## src/rtl/tetris_pkg.sv

```systemverilog
// Shared board geometry, cell addressing and the row-clear state encoding.
// Also used by the collision, add_to_ram and draw_ram blocks.
package tetris_pkg;

    localparam int BOARD_W  = 10;
    localparam int BOARD_H  = 20;
    localparam int COLOUR_W = 6;
    localparam int ADDR_W   = 8;

    localparam logic [COLOUR_W-1:0] EMPTY_CELL = '0;

    typedef enum logic [2:0] {
        S_IDLE,
        S_CHECK,
        S_COPY,
        S_FILL,
        S_DONE
    } rc_state_t;

    function automatic logic [ADDR_W-1:0] cell_addr(input int row, input int col);
        return ADDR_W'(row * BOARD_W + col);
    endfunction

endpackage

```

## src/rtl/row_clear_engine.sv

```systemverilog
// Line-clear sequencer: finds full rows, compacts the rest downward, zero-fills
// the top rows, then reports the clear count. Owns the board RAM port while busy.
module row_clear_engine #(
    parameter int BOARD_W  = tetris_pkg::BOARD_W,
    parameter int BOARD_H  = tetris_pkg::BOARD_H,
    parameter int COLOUR_W = tetris_pkg::COLOUR_W,
    parameter int ADDR_W   = tetris_pkg::ADDR_W,
    parameter int CNT_W    = $clog2(BOARD_H + 1)
) (
    input  logic                  clk,
    input  logic                  reset_n,
    input  logic                  i_start,
    output logic                  o_busy,
    output logic                  o_done,
    output logic [CNT_W-1:0]      o_lines_cleared,
    output logic                  o_redraw_req,
    output logic [ADDR_W-1:0]     o_ram_addr,
    output logic [COLOUR_W-1:0]   o_ram_wdata,
    output logic                  o_ram_wren,
    input  logic [COLOUR_W-1:0]   i_ram_rdata,
    output tetris_pkg::rc_state_t o_dbg_state
);
    import tetris_pkg::*;

    // Handshake: i_start is a one-cycle request with no ready; it is only
    // honoured in IDLE, and o_busy rises the cycle after it is taken.

    // Pointers carry one extra bit so stepping past row 0 sets the MSB.
    localparam int               RW      = $clog2(BOARD_H) + 1;
    localparam int               COL_W   = $clog2(BOARD_W + 1);
    localparam logic [RW-1:0]    ROW_TOP = RW'(BOARD_H - 1);
    localparam logic [CNT_W-1:0] CNT_MAX = '1;

    function automatic logic [ADDR_W-1:0] addr_of(input logic [RW-1:0] row, input int col);
        return ADDR_W'(int'(row) * BOARD_W + col);
    endfunction

    rc_state_t         r_state;
    logic [RW-1:0]     r_src;
    logic [RW-1:0]     r_dst;
    logic [CNT_W-1:0]  r_cnt;
    logic [COL_W-1:0]  r_col;
    logic              r_full;
    logic              r_copy_wr;
    logic              r_busy;
    logic              r_done;
    logic              r_redraw;
    logic [CNT_W-1:0]  r_lines;
    logic [ADDR_W-1:0] r_addr;
    logic              r_wren;

    logic              w_nz;
    logic              w_row_full;
    logic              w_last_col;
    logic              w_decide;
    logic              w_to_copy;
    logic              w_advance;
    logic [RW-1:0]     w_src_dec;
    logic [RW-1:0]     w_dst_dec;
    logic [RW-1:0]     w_adv_dst;
    logic [CNT_W-1:0]  w_cnt_next;
    logic [ADDR_W-1:0] w_fill_last;
    rc_state_t         w_adv_state;
    logic [ADDR_W-1:0] w_adv_addr;

    assign w_nz        = |i_ram_rdata;
    assign w_row_full  = r_full & w_nz;
    assign w_last_col  = (r_col == COL_W'(BOARD_W - 1));
    assign w_decide    = (r_state == S_CHECK) && (r_col == COL_W'(BOARD_W));
    assign w_to_copy   = w_decide && !w_row_full && (r_src != r_dst);
    assign w_advance   = (w_decide && !w_to_copy) ||
                         ((r_state == S_COPY) && r_copy_wr && w_last_col);
    assign w_src_dec   = r_src - 1'b1;
    assign w_dst_dec   = r_dst - 1'b1;
    assign w_adv_dst   = (w_decide && w_row_full) ? r_dst : w_dst_dec;
    assign w_cnt_next  = (w_decide && w_row_full && r_cnt != CNT_MAX) ? r_cnt + 1'b1 : r_cnt;
    assign w_fill_last = addr_of(r_dst, BOARD_W - 1);

    // After finishing a row: next row, or fill the top, or finish if nothing cleared.
    always_comb begin
        w_adv_state = S_CHECK;
        w_adv_addr  = addr_of(w_src_dec, 0);
        if (w_src_dec[RW-1]) begin
            w_adv_addr  = '0;
            w_adv_state = w_adv_dst[RW-1] ? S_DONE : S_FILL;
        end
    end

    always_ff @(posedge clk) begin
        if (!reset_n) begin
            r_state   <= S_IDLE;
            r_src     <= ROW_TOP;
            r_dst     <= ROW_TOP;
            r_cnt     <= '0;
            r_col     <= '0;
            r_full    <= 1'b1;
            r_copy_wr <= 1'b0;
            r_busy    <= 1'b0;
            r_done    <= 1'b0;
            r_redraw  <= 1'b0;
            r_lines   <= '0;
            r_addr    <= '0;
            r_wren    <= 1'b0;
        end else begin
            case (r_state)
                S_IDLE: begin
                    if (i_start) begin
                        r_state <= S_CHECK;
                        r_busy  <= 1'b1;
                        r_src   <= ROW_TOP;
                        r_dst   <= ROW_TOP;
                        r_cnt   <= '0;
                        r_col   <= '0;
                        r_full  <= 1'b1;
                        r_addr  <= addr_of(ROW_TOP, 0);
                    end
                end
                S_CHECK: begin
                    if (!w_decide) begin
                        // Read data lags the address by one cycle, so col 0 data lands when r_col==1.
                        if (r_col != '0) r_full <= r_full & w_nz;
                        if (!w_last_col) r_addr <= r_addr + 1'b1;
                        r_col <= r_col + 1'b1;
                    end else if (w_to_copy) begin
                        r_state   <= S_COPY;
                        r_col     <= '0;
                        r_copy_wr <= 1'b0;
                        r_addr    <= addr_of(r_src, 0);
                    end
                end
                S_COPY: begin
                    if (!r_copy_wr) begin
                        r_copy_wr <= 1'b1;
                        r_wren    <= 1'b1;
                        r_addr    <= addr_of(r_dst, int'(r_col));
                    end else begin
                        r_copy_wr <= 1'b0;
                        r_wren    <= 1'b0;
                        if (!w_last_col) begin
                            r_col  <= r_col + 1'b1;
                            r_addr <= addr_of(r_src, int'(r_col) + 1);
                        end
                    end
                end
                S_FILL: begin
                    if (r_addr == w_fill_last) begin
                        r_state  <= S_DONE;
                        r_wren   <= 1'b0;
                        r_done   <= 1'b1;
                        r_lines  <= r_cnt;
                        r_redraw <= (r_cnt != '0);
                    end else begin
                        r_addr <= r_addr + 1'b1;
                    end
                end
                S_DONE: begin
                    r_state  <= S_IDLE;
                    r_done   <= 1'b0;
                    r_redraw <= 1'b0;
                    r_busy   <= 1'b0;
                end
                default: r_state <= S_IDLE;
            endcase

            if (w_advance) begin
                r_state  <= w_adv_state;
                r_src    <= w_src_dec;
                r_dst    <= w_adv_dst;
                r_cnt    <= w_cnt_next;
                r_col    <= '0;
                r_full   <= 1'b1;
                r_addr   <= w_adv_addr;
                r_wren   <= (w_adv_state == S_FILL);
                r_done   <= (w_adv_state == S_DONE);
                r_redraw <= (w_adv_state == S_DONE) && (w_cnt_next != '0);
                if (w_adv_state == S_DONE) r_lines <= w_cnt_next;
            end
        end
    end

    // Copy data is forwarded straight from the RAM read that completes in the write cycle.
    assign o_ram_wdata     = r_copy_wr ? i_ram_rdata : {COLOUR_W{1'b0}};
    assign o_ram_addr      = r_addr;
    assign o_ram_wren      = r_wren;
    assign o_busy          = r_busy;
    assign o_done          = r_done;
    assign o_redraw_req    = r_redraw;
    assign o_lines_cleared = r_lines;
    assign o_dbg_state     = r_state;

endmodule
```

## config.mk

```make
export PLATFORM = sky130hd
export DESIGN_NAME = row_clear_engine
export DESIGN_NICKNAME = d
export VERILOG_FILES = /design/src/rtl/tetris_pkg.sv /design/src/rtl/row_clear_engine.sv
export SDC_FILE = /design/constraint.sdc
export NUM_CORES = 1
export LEC_CHECK = 0
export ABC_AREA = 0
export BUFFER_PORTS_ARGS = -buffer_cell sky130_fd_sc_hd__buf_4
export CORE_MARGIN = 3
export CORE_UTILIZATION = 53
export DETAILED_ROUTE_END_ITERATION = 8
export PLACE_DENSITY = 0.81
export SLEW_MARGIN = 10
export SYNTH_ARGS = -nofsm -noshare
export SYNTH_HDL_FRONTEND = slang
export SYNTH_SLANG_ARGS = --single-unit
```

## constraint.sdc

```tcl
create_clock -name clk -period 4.9 [get_ports clk]
set_input_delay 0.49 -clock clk [delete_from_list [all_inputs] [get_ports clk]]
set_output_delay 0.49 -clock clk [all_outputs]
set_load 0.05 [all_outputs]
```

==> impl_results.md <==
* Final Hold Fails at 0
* Top cells by count, synth: nor2_1 (48), dfxtp_1 (43), a21oi_1 (42)
* Port Buffers at 34
* Vias in the first global route at approximately 3600
* Routed Antenna Nets at 0
* GP Congestion at between 0.9 and 1
* Pre-antenna DRT Iters at 5
* Ys async rst share at 0
* Initial Util at 0.564
* CTS resizes at 0
* Syn Inst Count at a little under 500
* Slew Limit Fails at 0
* Crit path launch type: flop
* Mapped Area at between 3000 and 4000 um^2
* MaxCap Viol Count at 0
* # DRC at 0
* Diodes inserted at 0
* Post-Syn Nets at ~530
* CTS clk-pin slew, worst paths at 100 ps
* First-pass GRT wire length at about 17000 um
* Biggest area consumer among synthesized cells: dfxtp_1
* Layout Cells excl Fill at 603
* # nets final at approximately 560
* Hold_buf cts at 0
* Min Tclk post-route at around 3800 ps
* Final period utilization at 0.773
* CTS tree: built
* H-tree depth at 2
* Setup TNS Final at 0 ps
* Antenna violations before repair at 0
* Vias at about 3800
* DIE WIDTH at approximately 90 um
* Netlist cell types at between 70 and 80
* Status: finished, final reports clean
* YS warnings at 0
* Critical Path AT at roughly 4000 ps
* Setup violators final at 0
* CP endpoint kind: flop
* Slowest library cell on the worst path: a311oi_4
* Slew Limit Headroom at 0.379
* P per Cell Area at about 350 nW/um^2
* Largest cells by area after synthesis: dfxtp_1 (22%), ha_1 (12%), a21oi_1 (5.3%)
* Overflow after GRT at 0
* Worst Tran Pin Value at ~930 ps
* CP peak stage delay at about 670 ps
* Crit path required time at 5110 ps
* CP most frequent cell: ha_1
* EDFF count, synth at 0
* Main synth FF type: dfxtp_1
* Fmax at ~260 MHz
* P_leak at about 1.9 nW
* Layout area overhead at 10.3%
* Initial DRC Count at between 300 and 400
* Syn avg cell area at 8.21 um^2
* Post-CTS setup buffer count at 0
* Row cnt at 30
* Fillcell total at 620
* VDD IR max at about 0.00028 V
* Largest net degree at the start of global routing at 24
* Worst-Skew Late Latency at about 310 ps
* Root Driver: clkbuf_8
* Die area at about 8500 um^2
* Critical path class: reg2reg
* Yosys top cell area share at 0.217
* # clock sinks at 43
* Crit Path Max Fanout at 15
* Placed Cells at around 600
* DR WL/cell at roughly 18 um
* Detailed Place HPWL at around 8000 um
* Layout cell share with drive strength beyond 1 at 0.140
* Core Region at roughly 7000 um^2
* Total track usage at 0.251
* RSZ-0062 raised after global routing: false
* Register area share after synthesis at 0.217
* Clock skew at a little under 10 ps
* CP cell instances: ha_1 -> ha_1 -> fa_1 -> nand2_1 -> or3_1 -> a211oi_2 -> nor3_2 -> a311oi_4 -> o31ai_1 -> o221a_1
* Total CTS buffers at 5
* Die extent in y at 92.4 um
* I/O pin count at 35
* Hold Crit Class: in2reg
* Via density at about 6.3
* Top-count cell post-synth: nor2_1
* Synthesized flop and latch total at 43
* Clock buffer depth at 2
* Post-Route WL at ~11000 um
[cell type report]
class                   instances  area, um^2  area share
multi-input cells             401        2930       0.670
flip-flops and latches         43         861       0.197
repair buffers                 36         270      0.0619
well taps                      96         120      0.0275
inverters                      19        71.3      0.0163
clock buffers                   5        68.8      0.0158
clock inverters                 3        47.5      0.0109
[layer usage]
metal  up-vias  GRT usage  wire length (um)
met4         0     0.0804               280
met2       216      0.411              4890
met5         -          0                 0
met3        29     0.0512               922
li1       1800          -                 -
met1      1780      0.328              4650
[cells in the final DEF, fill, tap and decap left out, types with 7 or more instances in the layout]
cell type and count:
xor2_1 21, ha_1 38, nor2_1 48, a21oi_1 42, and2_1 10, nor3_1 14
inv_1 19, nand2b_1 9, xnor2_1 18, a21o_1 11, nand2_1 34, or3_1 7
dfxtp_1 43, o21ai_0 21, nand3_1 13, buf_4 36
[kinds of logic after synthesis]
kind of cell    after synthesis  share of synthesized area
mux                           6                     0.0158
buf+inv                      38                     0.0433
simple gates                182                      0.249
fa+ha+maj                    43                      0.145
compound gates              129                      0.231
flops                        43                      0.217
xor+xnor                     41                     0.0980
[worst paths after layout]
| path | startpoint | endpoint | cells after the start | slack [ps] |
|---|---|---|---|---|
| max | r_dst[1] | o_ram_addr[6] | 10 | 1110 |
| min | i_start | o_busy | 3 | 470 |
| max reg2reg | r_dst[1] | o_ram_addr[6] | 10 | 1110 |
| min reg2reg | o_busy | o_busy | 2 | 500 |
[report_power, final]
part | leakage (nW) | internal, W | switching (W)
logic | 1.48 | 0.000277 | 0.000460
clock network | 0.0587 | 0.000155 | 0.000145
registers | 0.350 | 0.000395 | 0.000112
[flip-flops by register name, indices dropped and copies added (netlist names)]
name and count:
o_ram_wren 1, o_lines_cleared 5, o_redraw_req 1, o_busy 1
r_cnt 5, r_copy_wr 1, o_dbg_state 3, o_ram_addr 8
r_dst 6, o_done 1, r_col 4, r_src 6
r_full 1
[critical path: cells and delay by family (launching register included)]
family	cells	cell delay, ps
adders and majority gates	3	1150
and+or+nand+nor	3	580
DFF	1	540
AOI/OAI and AO/OA	4	1430
[stage by stage]
step,area [um^2],setup slack (ps),hold WS (ps),util,power [W]
3_5_place_dp,4250,1120,465,0.605,0.00123
2_1_floorplan,3960,1610,474,-,0.00104
3_3_place_gp,4250,1290,461,0.605,0.00122
6_report,4370,1110,469,0.622,0.00155
5_1_grt,4370,904,479,0.622,0.00162
4_1_cts,4370,1120,454,0.622,0.00153
Power figures use the tool's default switching activity.
